File: src/rtl/nb_info_writer_pkg.sv
// nb_info_writer_pkg: shared FSM state encoding and neighbour info word field layout
package nb_info_writer_pkg;
  typedef enum logic [1:0] {
    IDLE  = 2'd0,
    WRITE = 2'd1,
    DONE  = 2'd2
  } state_t;
  // info word layout: {mv_idx, ref_idx, pred_mode}, LSB first
  localparam int PRED_MODE_LSB = 0;
  localparam int PRED_MODE_W   = 6;
  localparam int REF_IDX_LSB   = PRED_MODE_LSB + PRED_MODE_W;
  localparam int REF_IDX_W     = 4;
  localparam int MV_IDX_LSB    = REF_IDX_LSB + REF_IDX_W;
  localparam int MV_IDX_W      = 6;
  localparam int INFO_W        = MV_IDX_LSB + MV_IDX_W;
  function automatic logic [INFO_W-1:0] pack_info(
    input logic [PRED_MODE_W-1:0] pred_mode,
    input logic [REF_IDX_W-1:0]   ref_idx,
    input logic [MV_IDX_W-1:0]    mv_idx
  );
    return {mv_idx, ref_idx, pred_mode};
  endfunction
endpackage

File: src/rtl/nb_info_writer_if.sv
// nb_info_writer_if: request handshake plus up/left neighbour dram write ports
interface nb_info_writer_if #(
  parameter int UP_BITS   = 8,
  parameter int LEFT_BITS = 4,
  parameter int DATA_BITS = 16
);
  logic                 stall;
  logic                 start;
  logic [UP_BITS-1:0]   x4;
  logic [LEFT_BITS-1:0] y4;
  logic [3:0]           w4_m1;
  logic [3:0]           h4_m1;
  logic [DATA_BITS-1:0] info;
  logic                 busy;
  logic                 done;
  logic                 up_en;
  logic                 up_we;
  logic [UP_BITS-1:0]   up_addr;
  logic [DATA_BITS-1:0] up_data;
  logic                 left_en;
  logic                 left_we;
  logic [LEFT_BITS-1:0] left_addr;
  logic [DATA_BITS-1:0] left_data;
  modport master (
    output stall, start, x4, y4, w4_m1, h4_m1, info,
    input  busy, done, up_en, up_we, up_addr, up_data,
    input  left_en, left_we, left_addr, left_data
  );
  modport slave (
    input  stall, start, x4, y4, w4_m1, h4_m1, info,
    output busy, done, up_en, up_we, up_addr, up_data,
    output left_en, left_we, left_addr, left_data
  );
endinterface

File: src/rtl/nb_info_writer.sv
// nb_info_writer: writes one PU's info word along its up and left edges into the neighbour drams.
// Define NB_LEFT_RANGE_CHECK_EN to suppress left writes past the CTB bottom and flag them on err.
module nb_info_writer
  import nb_info_writer_pkg::*;
#(
  parameter int UP_BITS   = 8,
  parameter int LEFT_BITS = 4,
  parameter int DATA_BITS = 16
) (
  input  logic clk,
  input  logic rst,
  nb_info_writer_if.slave bus
`ifdef NB_LEFT_RANGE_CHECK_EN
  ,
  output logic err
`endif
);
  state_t               state, state_nx;
  logic [3:0]           cnt, w_q, h_q, span;
  logic [UP_BITS-1:0]   x_q;
  logic [LEFT_BITS-1:0] y_q;
  logic [DATA_BITS-1:0] info_q;
  logic                 accept, active, last, up_wr, left_wr;
  assign accept = (state == IDLE) && bus.start && !bus.stall;
  assign active = (state == WRITE) && !bus.stall;
  assign span   = (w_q > h_q) ? w_q : h_q;
  assign last   = active && (cnt == span);
  always_comb begin
    state_nx = state;
    state_nx = accept ? WRITE : last ? DONE : (state == DONE) ? IDLE : state;
  end
  always_ff @(posedge clk or posedge rst) begin
    if (rst) begin
      state  <= IDLE;
      cnt    <= '0;
      x_q    <= '0;
      y_q    <= '0;
      w_q    <= '0;
      h_q    <= '0;
      info_q <= '0;
    end else begin
      state <= state_nx;
      if (accept) begin
        cnt    <= '0;
        x_q    <= bus.x4;
        y_q    <= bus.y4;
        w_q    <= bus.w4_m1;
        h_q    <= bus.h4_m1;
        info_q <= bus.info;
      end else if (active) begin
        cnt <= cnt + 4'd1;
      end
    end
  end
  assign up_wr = active && (cnt <= w_q);
`ifdef NB_LEFT_RANGE_CHECK_EN
  // sums carry extra headroom so a row past the CTB bottom is visible instead of wrapping
  logic [LEFT_BITS+4:0] left_sum, req_sum;
  assign left_sum = (LEFT_BITS+5)'(y_q) + (LEFT_BITS+5)'(cnt);
  assign req_sum  = (LEFT_BITS+5)'(bus.y4) + (LEFT_BITS+5)'(bus.h4_m1);
  assign left_wr  = active && (cnt <= h_q) && ((left_sum >> LEFT_BITS) == '0);
  assign bus.left_addr = left_sum[LEFT_BITS-1:0];
  always_ff @(posedge clk or posedge rst) begin
    if (rst) err <= 1'b0;
    else if (accept && ((req_sum >> LEFT_BITS) != '0)) err <= 1'b1;
  end
`else
  assign left_wr  = active && (cnt <= h_q);
  assign bus.left_addr = y_q + LEFT_BITS'(cnt);
`endif
  assign bus.busy      = (state != IDLE);
  assign bus.done      = (state == DONE);
  assign bus.up_en     = up_wr;
  assign bus.up_we     = up_wr;
  assign bus.up_addr   = x_q + UP_BITS'(cnt);
  assign bus.up_data   = info_q;
  assign bus.left_en   = left_wr;
  assign bus.left_we   = left_wr;
  assign bus.left_data = info_q;
endmodule

File: src/flat_wrapper.sv
// flat-port wrapper written by rule: the top's interface ports become plain ports
module nb_info_writer_flat import nb_info_writer_pkg::*;
#(
  parameter int UP_BITS   = 8,
  parameter int LEFT_BITS = 4,
  parameter int DATA_BITS = 16
)
  (clk, rst, bus_stall, bus_start, bus_x4, bus_y4, bus_w4_m1, bus_h4_m1, bus_info, bus_busy, bus_done, bus_up_en, bus_up_we, bus_up_addr, bus_up_data, bus_left_en, bus_left_we, bus_left_addr, bus_left_data);
  nb_info_writer_if #(.UP_BITS(UP_BITS), .LEFT_BITS(LEFT_BITS), .DATA_BITS(DATA_BITS)) bus_i ();
  input  logic clk;
  input  logic rst;
  input wire logic [$bits(bus_i.stall)-1:0] bus_stall;
  input wire logic [$bits(bus_i.start)-1:0] bus_start;
  input wire logic [$bits(bus_i.x4)-1:0] bus_x4;
  input wire logic [$bits(bus_i.y4)-1:0] bus_y4;
  input wire logic [$bits(bus_i.w4_m1)-1:0] bus_w4_m1;
  input wire logic [$bits(bus_i.h4_m1)-1:0] bus_h4_m1;
  input wire logic [$bits(bus_i.info)-1:0] bus_info;
  output wire logic [$bits(bus_i.busy)-1:0] bus_busy;
  output wire logic [$bits(bus_i.done)-1:0] bus_done;
  output wire logic [$bits(bus_i.up_en)-1:0] bus_up_en;
  output wire logic [$bits(bus_i.up_we)-1:0] bus_up_we;
  output wire logic [$bits(bus_i.up_addr)-1:0] bus_up_addr;
  output wire logic [$bits(bus_i.up_data)-1:0] bus_up_data;
  output wire logic [$bits(bus_i.left_en)-1:0] bus_left_en;
  output wire logic [$bits(bus_i.left_we)-1:0] bus_left_we;
  output wire logic [$bits(bus_i.left_addr)-1:0] bus_left_addr;
  output wire logic [$bits(bus_i.left_data)-1:0] bus_left_data;
  assign bus_i.stall = bus_stall;
  assign bus_i.start = bus_start;
  assign bus_i.x4 = bus_x4;
  assign bus_i.y4 = bus_y4;
  assign bus_i.w4_m1 = bus_w4_m1;
  assign bus_i.h4_m1 = bus_h4_m1;
  assign bus_i.info = bus_info;
  assign bus_busy = bus_i.busy;
  assign bus_done = bus_i.done;
  assign bus_up_en = bus_i.up_en;
  assign bus_up_we = bus_i.up_we;
  assign bus_up_addr = bus_i.up_addr;
  assign bus_up_data = bus_i.up_data;
  assign bus_left_en = bus_i.left_en;
  assign bus_left_we = bus_i.left_we;
  assign bus_left_addr = bus_i.left_addr;
  assign bus_left_data = bus_i.left_data;
  nb_info_writer #(.UP_BITS(UP_BITS), .LEFT_BITS(LEFT_BITS), .DATA_BITS(DATA_BITS)) u_core (.clk(clk), .rst(rst), .bus(bus_i));
endmodule
File: config.mk
export PLATFORM = sky130hd
export DESIGN_NAME = nb_info_writer_flat
export DESIGN_NICKNAME = d
export VERILOG_FILES = /design/src/rtl/nb_info_writer_pkg.sv /design/src/rtl/nb_info_writer_if.sv /design/src/rtl/nb_info_writer.sv /design/src/flat_wrapper.sv
export SDC_FILE = /design/constraint.sdc
export NUM_CORES = 1
export LEC_CHECK = 0
export BUFFER_PORTS_ARGS = -buffer_cell sky130_fd_sc_hd__buf_2
export CORE_MARGIN = 5
export CORE_UTILIZATION = 30
export DETAILED_ROUTE_END_ITERATION = 6
export GPL_TIMING_DRIVEN = 1
export HOLD_SLACK_MARGIN = 0.1
export PLACE_DENSITY = 0.59
export SLEW_MARGIN = 5
export SYNTH_ARGS = -nofsm -noshare
export SYNTH_HDL_FRONTEND = slang
export SYNTH_SLANG_ARGS = --single-unit
File: constraint.sdc
create_clock -name clk -period 3.66 [get_ports clk]
set_input_delay 0 -clock clk [delete_from_list [all_inputs] [get_ports clk]]
set_output_delay 0 -clock clk [all_outputs]
set_load 0.02 [all_outputs]
## After elaboration in Yosys (flattened, before gate mapping)

Cells that the tools add are included.

| storage, ports and cells | value |
|---|---|
| bits in registers | 42 |
| output and inout bits | 50 |
| word-level logic and storage cells | 33 |

| operators by class | value |
|---|---|
| $add $sub $neg | 3 |
| magnitude comparators | 3 |
| equal/unequal tests | 3 |
| multiplexer cells | 6 |
| reduce and logical (&&, ||, !) cells | 11 |

Operators with widths:

| operator | number |
|---|---|
| 4-bit 2-to-1 mux | 3 |
| 8-bit by 4-bit adder with 8-bit output | 1 |
| 4-bit less-or-equal comparator | 2 |
| 1-bit logical AND | 6 |
| 2-bit 2-to-1 mux | 3 |
| 4-bit by 1-bit adder with 4-bit output, second input constant | 1 |
| 4-bit adder | 1 |
| 4-bit == test | 1 |
| 4-bit greater-than comparator | 1 |
| 2-bit nonzero test | 2 |
| 3-bit nonzero test | 1 |
| 2-bit by 1-bit == test with 1-bit output, second input constant | 1 |
| 2-bit == test, second input constant | 1 |
| 2-bit logical NOT | 1 |
| 1-bit logical NOT | 1 |

## Longest topological paths before layout

Gate-level depths: netlist of run 1.

| logic depth | value |
|---|---|
| word-level depth | 6 |
| depth in mapped cells | 9 |

## Worst setup path after synthesis of run 1

OpenSTA, ideal clock, no wires.

| path | value |
|---|---|
| path kind | register -> register |
| start point | register u_core.h_q[1] |
| end point | register u_core.state[0] |
| setup time | 0.126 ns |
| arrival | 2.000 ns |
| slack | 1.534 ns |
| cell stages (with the launch flop) | 9 |
| period minus slack after synthesis | 2.126 ns |
| path through | dfrtp_1 > inv_1 > ha_1 > and2b_1 > o211ai_2 > o22ai_1 > or3_1 > a211o_1 > o32a_1 |

| between the ends | value |
|---|---|
| cells in the longest elaborated chain, start to end | 6 |
| elaborated cells between the ends (all ways) | 7 |

RTL lines:

| item | RTL line | text |
|---|---|---|
| from (decl) | nb_info_writer.sv:19 | `logic [3:0] cnt, w_q, h_q, span;` |
| from (signal assigned) | nb_info_writer.sv:48 | `h_q <= bus.h4_m1;` |
| 4-bit greater-than comparator | nb_info_writer.sv:26 | `assign span = (w_q > h_q) ? w_q : h_q;` |
| 4-bit 2-to-1 mux (*) | nb_info_writer.sv:26 |  |
| 4-bit == test (*) | nb_info_writer.sv:27 | `assign last = active && (cnt == span);` |
| 1-bit logical AND (*) | nb_info_writer.sv:27 |  |
| 2-bit 2-to-1 mux (2 in a row) | nb_info_writer.sv:30 | `state_nx = accept ? WRITE : last ? DONE : (state == DONE) ? IDLE : state;` |
| to (signal assigned) | nb_info_writer.sv:42 | `state <= state_nx;` |
| to (decl) | nb_info_writer.sv:18 | `state_t state, state_nx;` |

Every way passes the cells marked *; elsewhere a longest branch is shown, timed or not.
A chain may end at the register's enable or synchronous reset.

## Worst setup path in the final report of run 1

Same ends and word-level chain as after synthesis.

==> results of run 1 <==
## metal layers
layer  part of all wire, %  vias up  global-route usage (%)
met5                     0        -                       0
met4                  0.88        0                    3.07
met3                   6.0        5                    3.24
met2                    51       50                    20.2
met1                    42      945                    14.6
li1                      -     1000                       -
## state kept, by name (all words and copies together), names as in the netlist
name / cells
u_core.h_q: 4
u_core.y_q: 4
u_core.bus.left_data: 16
u_core.w_q: 4
u_core.state: 2
u_core.cnt: 4
u_core.x_q: 8
## cells in the mapped netlist, types with 3 or more instances
cell / count / area (um^2)
dfrtp_1: 42 / 1050
nand2b_1: 3 / 18.8
buf_4: 18 / 135
nor2_1: 7 / 26.3
ha_1: 20 / 250
nand2_1: 17 / 63.8
buf_2: 3 / 15.0
o211ai_1: 3 / 22.5
xor2_1: 3 / 26.3
a21oi_1: 7 / 35.0
inv_1: 14 / 52.6
mux2_1: 28 / 315
nor2b_1: 8 / 50.1
xnor2_1: 9 / 78.8
a21o_1: 3 / 22.5
o21ai_1: 13 / 65.1
## power by group through the flow
stage               combinational (mW)  clock [mW]  sequential (mW)
floorplan                         1.52           0            0.972
global placement                  2.05           0            0.900
detailed placement                2.07           0            0.913
CTS                               2.11       0.391            0.905
global route                      2.28       0.409            0.946
finish                            2.09       0.377            0.905
## stage by stage
stage | power, mW | cell area (um^2)
after detailed placement | 2.99 | 2950
after CTS | 3.41 | 3430
after floorplan | 2.49 | 2500
after global routing | 3.63 | 3430
final | 3.37 | 3430
after global placement | 2.95 | 2950
## layout make-up
class / instances / share of cell area, %
clock buffers: 6 / 2.41
multi-input cells: 149 / 36.0
well taps: 105 / 3.83
clock inverters: 1 / 0.876
inverters: 16 / 1.75
repair buffers: 129 / 24.4
flip-flops and latches: 42 / 30.6
## worst max-delay path: stages, from the launching register on
cell     delay (ns)
dfrtp_1        0.38
inv_1          0.10
ha_1           0.27
and2b_1        0.19
o211a_1        0.23
o31ai_1        0.26
o21ai_0        0.15
a211o_1        0.34
o32a_1         0.29
## path summary, 6_finish.rpt
| path | start | cells past startpoint | endpoint |
|---|---|---|---|
| max in group asynchronous | rst | 4 | u_core.state[0]$_DFFE_PP0P_ |
| min in group asynchronous | rst | 4 | u_core.bus.left_data[13]$_DFFE_PP0P_ |
| min | bus_stall | 4 | u_core.cnt[0]$_DFFE_PP0P_ |
| max | u_core.h_q[1]$_DFFE_PP0P_ | 8 | u_core.state[0]$_DFFE_PP0P_ |
| min reg2reg | u_core.y_q[0]$_DFFE_PP0P_ | 1 | u_core.y_q[0]$_DFFE_PP0P_ |
| max reg2reg | u_core.h_q[1]$_DFFE_PP0P_ | 8 | u_core.state[0]$_DFFE_PP0P_ |
## logic make-up (layout without fill, tap and decap cells)
logic type | count (synthesis) | in the layout
fa+ha+maj | 22 | 22
xor+xnor | 12 | 12
mux | 30 | 30
flops | 42 | 42
compound gates | 39 | 39
simple gates | 46 | 46
buf+inv | 39 | 152
## what timing repair did
item	in CTS	in global routing
endpoints found under the hold margin	78	0
hold buffers	37	0
buffers inserted	0	0
==> impl_metrics.py, run 1 <==
metrics = {
    "finish": {
        "final_common_cell": "buf_2",
        "multiInputGateArea_mm2": 0.00124,
        "final_nets": 405,
        "syn2layout_area_growth_pct": 37.2,
        "fin_util_pct": 41.9,
        "final_cell_mix": "buf_2 (89), dfrtp_1 (42), dlygate4sd3_1 (37)",
        "seq_area_mm2": 0.00105,
        "instances_no_fill": 448,
        "antenna_cells": 0,
        "fillCellCount": 811,
        "drive_gt1_share_pct": 31.2,
    },
    "synth": {
        "synth_xor_area_share_pct": 4.20,
        "syn_avg_cell_area_um2": 10.9,
        "synth_cells": 230,
        "synthDistinctLibCells": 40,
        "synth_top_family_by_area": "multiplexers",
        "synthAdderAreaFrac_pct": 11.6,
        "synth_edf_count": 0,
        "ys.flop_type": "dfrtp_1",
        "synth-simple-area-share_pct": 9.91,
        "synth-compound-area-share_pct": 10.1,
        "synth_area_mm2": 0.00250,
        "synth_seq_area_share_pct": 42.0,
        "yosys_warnings": 0,
        "synth-seq-cells": 42,
        "syn_nets": 292,
        "synth_mux_area_share_pct": 13.4,
        "synthArstFlopShare_pct": 100,
    },
    "power": {
        "power_leakage_nw": 1.69,
        "p_int_mw": 1.77,
        "powerDensity_mw_per_mm2": 983,
        "switchingPower_mw": 1.60,
        "vdd_drop_max_mv": 0.809,
        "pwr-share-clk_pct": 11.2,
        "power_frac_comb_pct": 62.0,
        "swShare_pct": 47.5,
        "p_seq_share_pct": 26.8,
    },
    "outcome": {
        "outcome": "finished clean",
    },
    "global_route": {
        "overflow": 0,
        "grt_pass1_vias": 2074,
        "grt_max_degree": 43,
        "antenna_found_initial": 0,
        "grt_pass1_wl_um": 9640,
        "grt_util_all_layers_pct": 11.8,
    },
    "timing": {
        "whs_ns": 0.152,
        "fin_setup_tns_ns": 0,
        "worst_pin_slew_ns": 0.645,
        "max_slew_margin_pct": 56.8,
        "fin_crit_sh_pct": 63.7,
        "drv_slew": 0,
        "fin_worst_skew_ns": 0.00606,
        "setup_viol": 0,
        "hold_viol_final": 0,
        "final.setup.worst_slack_ns": 1.33,
        "period_minus_slack_ns": 2.33,
        "grt_setup_unrepaired": "no",
        "timing.fmax_ghz": 0.429,
    },
    "critical_path": {
        "reg2reg_slack_ns": 1.33,
        "crit_fanout": 3,
        "cp-start-kind": "flip-flop",
        "cp-end-kind": "flip-flop",
        "path_class": "flip-flop to flip-flop",
        "required_ns": 3.83,
        "worstPathArrival_ns": 2.50,
    },
    "clock_network": {
        "cts_buffers": 5,
        "path_clk_slew_ns": 0.08,
        "cts.sinks": 42,
        "clk_path_buf_depth": 2,
        "insertion_delay_ns": 0.29,
        "cts-root-buf": "clkbuf_8",
        "cts_tree": "done",
        "cts_resized": 0,
        "cts-htree-levels": 2,
    },
    "route": {
        "drc_errors": 0,
        "wire_per_inst_um": 13.2,
        "drtIter0Drc": 69,
        "vias_per_cell": 4.46,
        "drt_wl_total_um": 5930,
        "drtAntennaViolNets": 0,
        "drt-pass1-iter-count": 4,
        "num_vias": 2000,
    },
    "placement": {
        "dp_hpwl_um": 4240,
        "portBuffers": 89,
        "placed_cells_incl_taps": 404,
        "gp_congestion": 0.794,
        "post-place-ws_ns": 1.37,
    },
    "floorplan": {
        "initial_core_util_pct": 30.6,
        "dieArea_mm2": 0.0103,
        "die_y_um": 101,
        "die_w_um": 101,
        "coreArea_mm2": 0.00818,
        "core.rowCount": 33,
        "num_io_pins": 90,
    },
    "worst_hold_path": {
        "hold_path.class": "input pin to flip-flop",
    },
    "job": {
        "max_cap_viol_count": 0,
    },
}
No activity file was read; power rests on OpenSTA's default activity.
==> run 2: changes to the inputs <==
--- a/config.mk
+++ b/config.mk
@@ -11,7 +11,7 @@
 export DETAILED_ROUTE_END_ITERATION = 6
 export GPL_TIMING_DRIVEN = 1
 export HOLD_SLACK_MARGIN = 0.1
-export PLACE_DENSITY = 0.59
+export PLACE_DENSITY = 0.61
 export SLEW_MARGIN = 5
 export SYNTH_ARGS = -nofsm -noshare
 export SYNTH_HDL_FRONTEND = slang
==> constraint.sdc (replaced) <==
create_clock -name clk -period 2.1 [get_ports clk]
set_input_delay 0 -clock clk [delete_from_list [all_inputs] [get_ports clk]]
set_output_delay 0 -clock clk [all_outputs]
set_load 0.02 [all_outputs]
==> impl_metrics.py, run 2 (synthesis results as in run 1) <==
metrics = {
    "critical_path": {
        "required_ns": 2.29,
        "critical-path-top-delay-family": "compound AO/OA/AOI/OAI gates",
        "cp-start-kind": "flip-flop",
        "path_cells": "ha_4 -> and2b_1 -> o211ai_2 -> a21oi_2 -> mux2i_1 -> mux2_4 -> o32a_1",
        "critical_path.max_stage_delay_ns": 0.42,
        "worstPathArrival_ns": 2.40,
        "path_class": "flip-flop to flip-flop",
        "crit_slowest_cell": "dfrtp_1",
        "cp-end-kind": "flip-flop",
        "crit_fanout": 3,
        "critPathBufInv": 0,
    },
    "finish": {
        "seq_area_mm2": 0.00105,
        "largest_reg_flops": 16,
        "fin_util_pct": 45.8,
        "drive_gt1_share_pct": 40.2,
        "fillCellCount": 785,
        "antenna_cells": 0,
        "final_common_cell": "buf_2",
        "syn2layout_area_growth_pct": 49.7,
        "final_nets": 427,
        "fin_area_mm2": 0.00374,
        "final_cell_mix": "buf_2 (82), dfrtp_1 (41), dlygate4sd3_1 (37)",
        "multiInputGateArea_mm2": 0.00132,
    },
    "worst_hold_path": {
        "hold_path.class": "input pin to flip-flop",
    },
    "timing": {
        "final.setup.worst_slack_ns": -0.111,
        "fin_crit_sh_pct": 105,
        "fin_worst_skew_ns": 0.0121,
        "drv_slew": 0,
        "hold_viol_final": 0,
        "setup_viol": 1,
        "max_slew_margin_pct": 60.2,
        "grt_setup_unrepaired": "yes",
        "timing.fmax_ghz": 0.452,
        "period_minus_slack_ns": 2.21,
        "worst_pin_slew_ns": 0.593,
    },
    "route": {
        "drt_wl_total_um": 6330,
        "num_vias": 2112,
        "vias_per_cell": 4.48,
        "drt-pass1-iter-count": 4,
        "wire_per_inst_um": 13.4,
        "drtAntennaViolNets": 0,
        "drtIter0Drc": 55,
        "drc_errors": 0,
    },
    "power": {
        "powerDensity_mw_per_mm2": 1760,
        "swShare_pct": 45.3,
        "p_int_mw": 3.60,
        "power_frac_comb_pct": 64.8,
        "p_seq_share_pct": 23.3,
        "vdd_drop_max_mv": 1.07,
        "switchingPower_mw": 2.98,
        "pwr-share-clk_pct": 11.9,
        "power_leakage_nw": 1.82,
    },
    "global_route": {
        "grt_max_degree": 29,
        "antenna_found_initial": 0,
        "grt_util_all_layers_pct": 12.7,
        "grt_pass1_wl_um": 10400,
        "overflow": 0,
        "grt_pass1_vias": 2228,
    },
    "job": {
        "max_cap_viol_count": 0,
    },
    "outcome": {
        "outcome": "complete, but fails checks",
        "violations": "negative setup slack",
    },
    "floorplan": {
        "die_y_um": 101,
        "coreArea_mm2": 0.00818,
        "die_w_um": 101,
        "dieArea_mm2": 0.0103,
        "initial_core_util_pct": 30.6,
        "core.rowCount": 33,
        "num_io_pins": 90,
    },
    "clock_network": {
        "insertion_delay_ns": 0.30,
        "cts_buffers": 5,
        "cts_tree": "done",
        "path_clk_slew_ns": 0.10,
        "cts-root-buf": "clkbuf_8",
        "cts.sinks": 42,
        "cts-htree-levels": 2,
        "clk_path_buf_depth": 2,
    },
    "placement": {
        "place_area_mm2": 0.00308,
        "portBuffers": 89,
        "gp_congestion": 0.749,
        "dp_hpwl_um": 4630,
    },
}
==> run 2: timing repair <==
action	CTS	global route
hold buffers	37	0
gates resized for setup	6	22
pin swaps	3	8
endpoints found under the setup margin	4	10
hold endpoints to repair	52	0
buffers inserted	1	6
==> run 2: layout make-up <==
| type | count | share of cell area (%) |
|---|---|---|
| Clock buffer | 5 | 1.84 |
| Tap cell | 105 | 3.51 |
| Multi-Input combinational cell | 149 | 35.3 |
| Clock inverter | 3 | 1.84 |
| Timing Repair Buffer | 151 | 27.7 |
| Sequential cell | 42 | 28.1 |
| Inverter | 16 | 1.67 |
==> run 2: power by group through the flow <==
stage / Combinational [mW] / Sequential (mW) / Clock [mW]
floorplan: 2.65 / 1.70 / 0
global placement: 3.89 / 1.50 / 0
detailed placement: 3.92 / 1.52 / 0
CTS: 4.07 / 1.52 / 0.809
global route: 4.71 / 1.59 / 0.842
finish: 4.26 / 1.53 / 0.786
==> run 2: tightest hold or removal path: stages <==
cell and delay, ns:
buf_2 0.12, nor3b_2 0.06, nand2_1 0.06, mux2_4 0.14, o31ai_1 0.07
==> run 2: per-layer routing <==
layer	part of all wire [%]	vias up	global-route usage (%)
met5	0	-	0
met4	0.46	0	3.48
met3	5.9	4	2.89
met2	52	59	22.4
met1	42	999	15.4
li1	-	1050	-
==> run 2: final timing paths <==
| check | startpoint | to | slack, ns | depth (start not counted) |
|---|---|---|---|---|
| worst max register to register | u_core.w_q[1]$_DFFE_PP0P_ | u_core.state[0]$_DFFE_PP0P_ | -0.11 | 7 |
| worst min register to register | u_core.x_q[0]$_DFFE_PP0P_ | u_core.x_q[0]$_DFFE_PP0P_ | 0.50 | 1 |
| max in group asynchronous | rst | u_core.cnt[1]$_DFFE_PP0P_ | 1.14 | 4 |
| min in group asynchronous | rst | u_core.bus.left_data[12]$_DFFE_PP0P_ | 0.23 | 3 |
| worst max-delay path | u_core.w_q[1]$_DFFE_PP0P_ | u_core.state[0]$_DFFE_PP0P_ | -0.11 | 7 |
| worst min-delay path | bus_stall | u_core.state[1]$_DFFE_PP0P_ | 0.18 | 5 |
==> run 2: stage by stage <==
step	TNS [ns]	hold slack, ns	setup WS (ns)	power (mW)	cells
after floorplan	-0.0215	0.122	-0.0215	4.34	230
after global placement	-0.115	0.0226	-0.108	5.39	420
after detailed placement	-0.289	0.0260	-0.191	5.45	420
after CTS	-0.232	0.180	-0.0857	6.40	466
after global routing	-0.879	0.227	-0.205	7.15	471
final	-0.111	0.185	-0.111	6.58	471
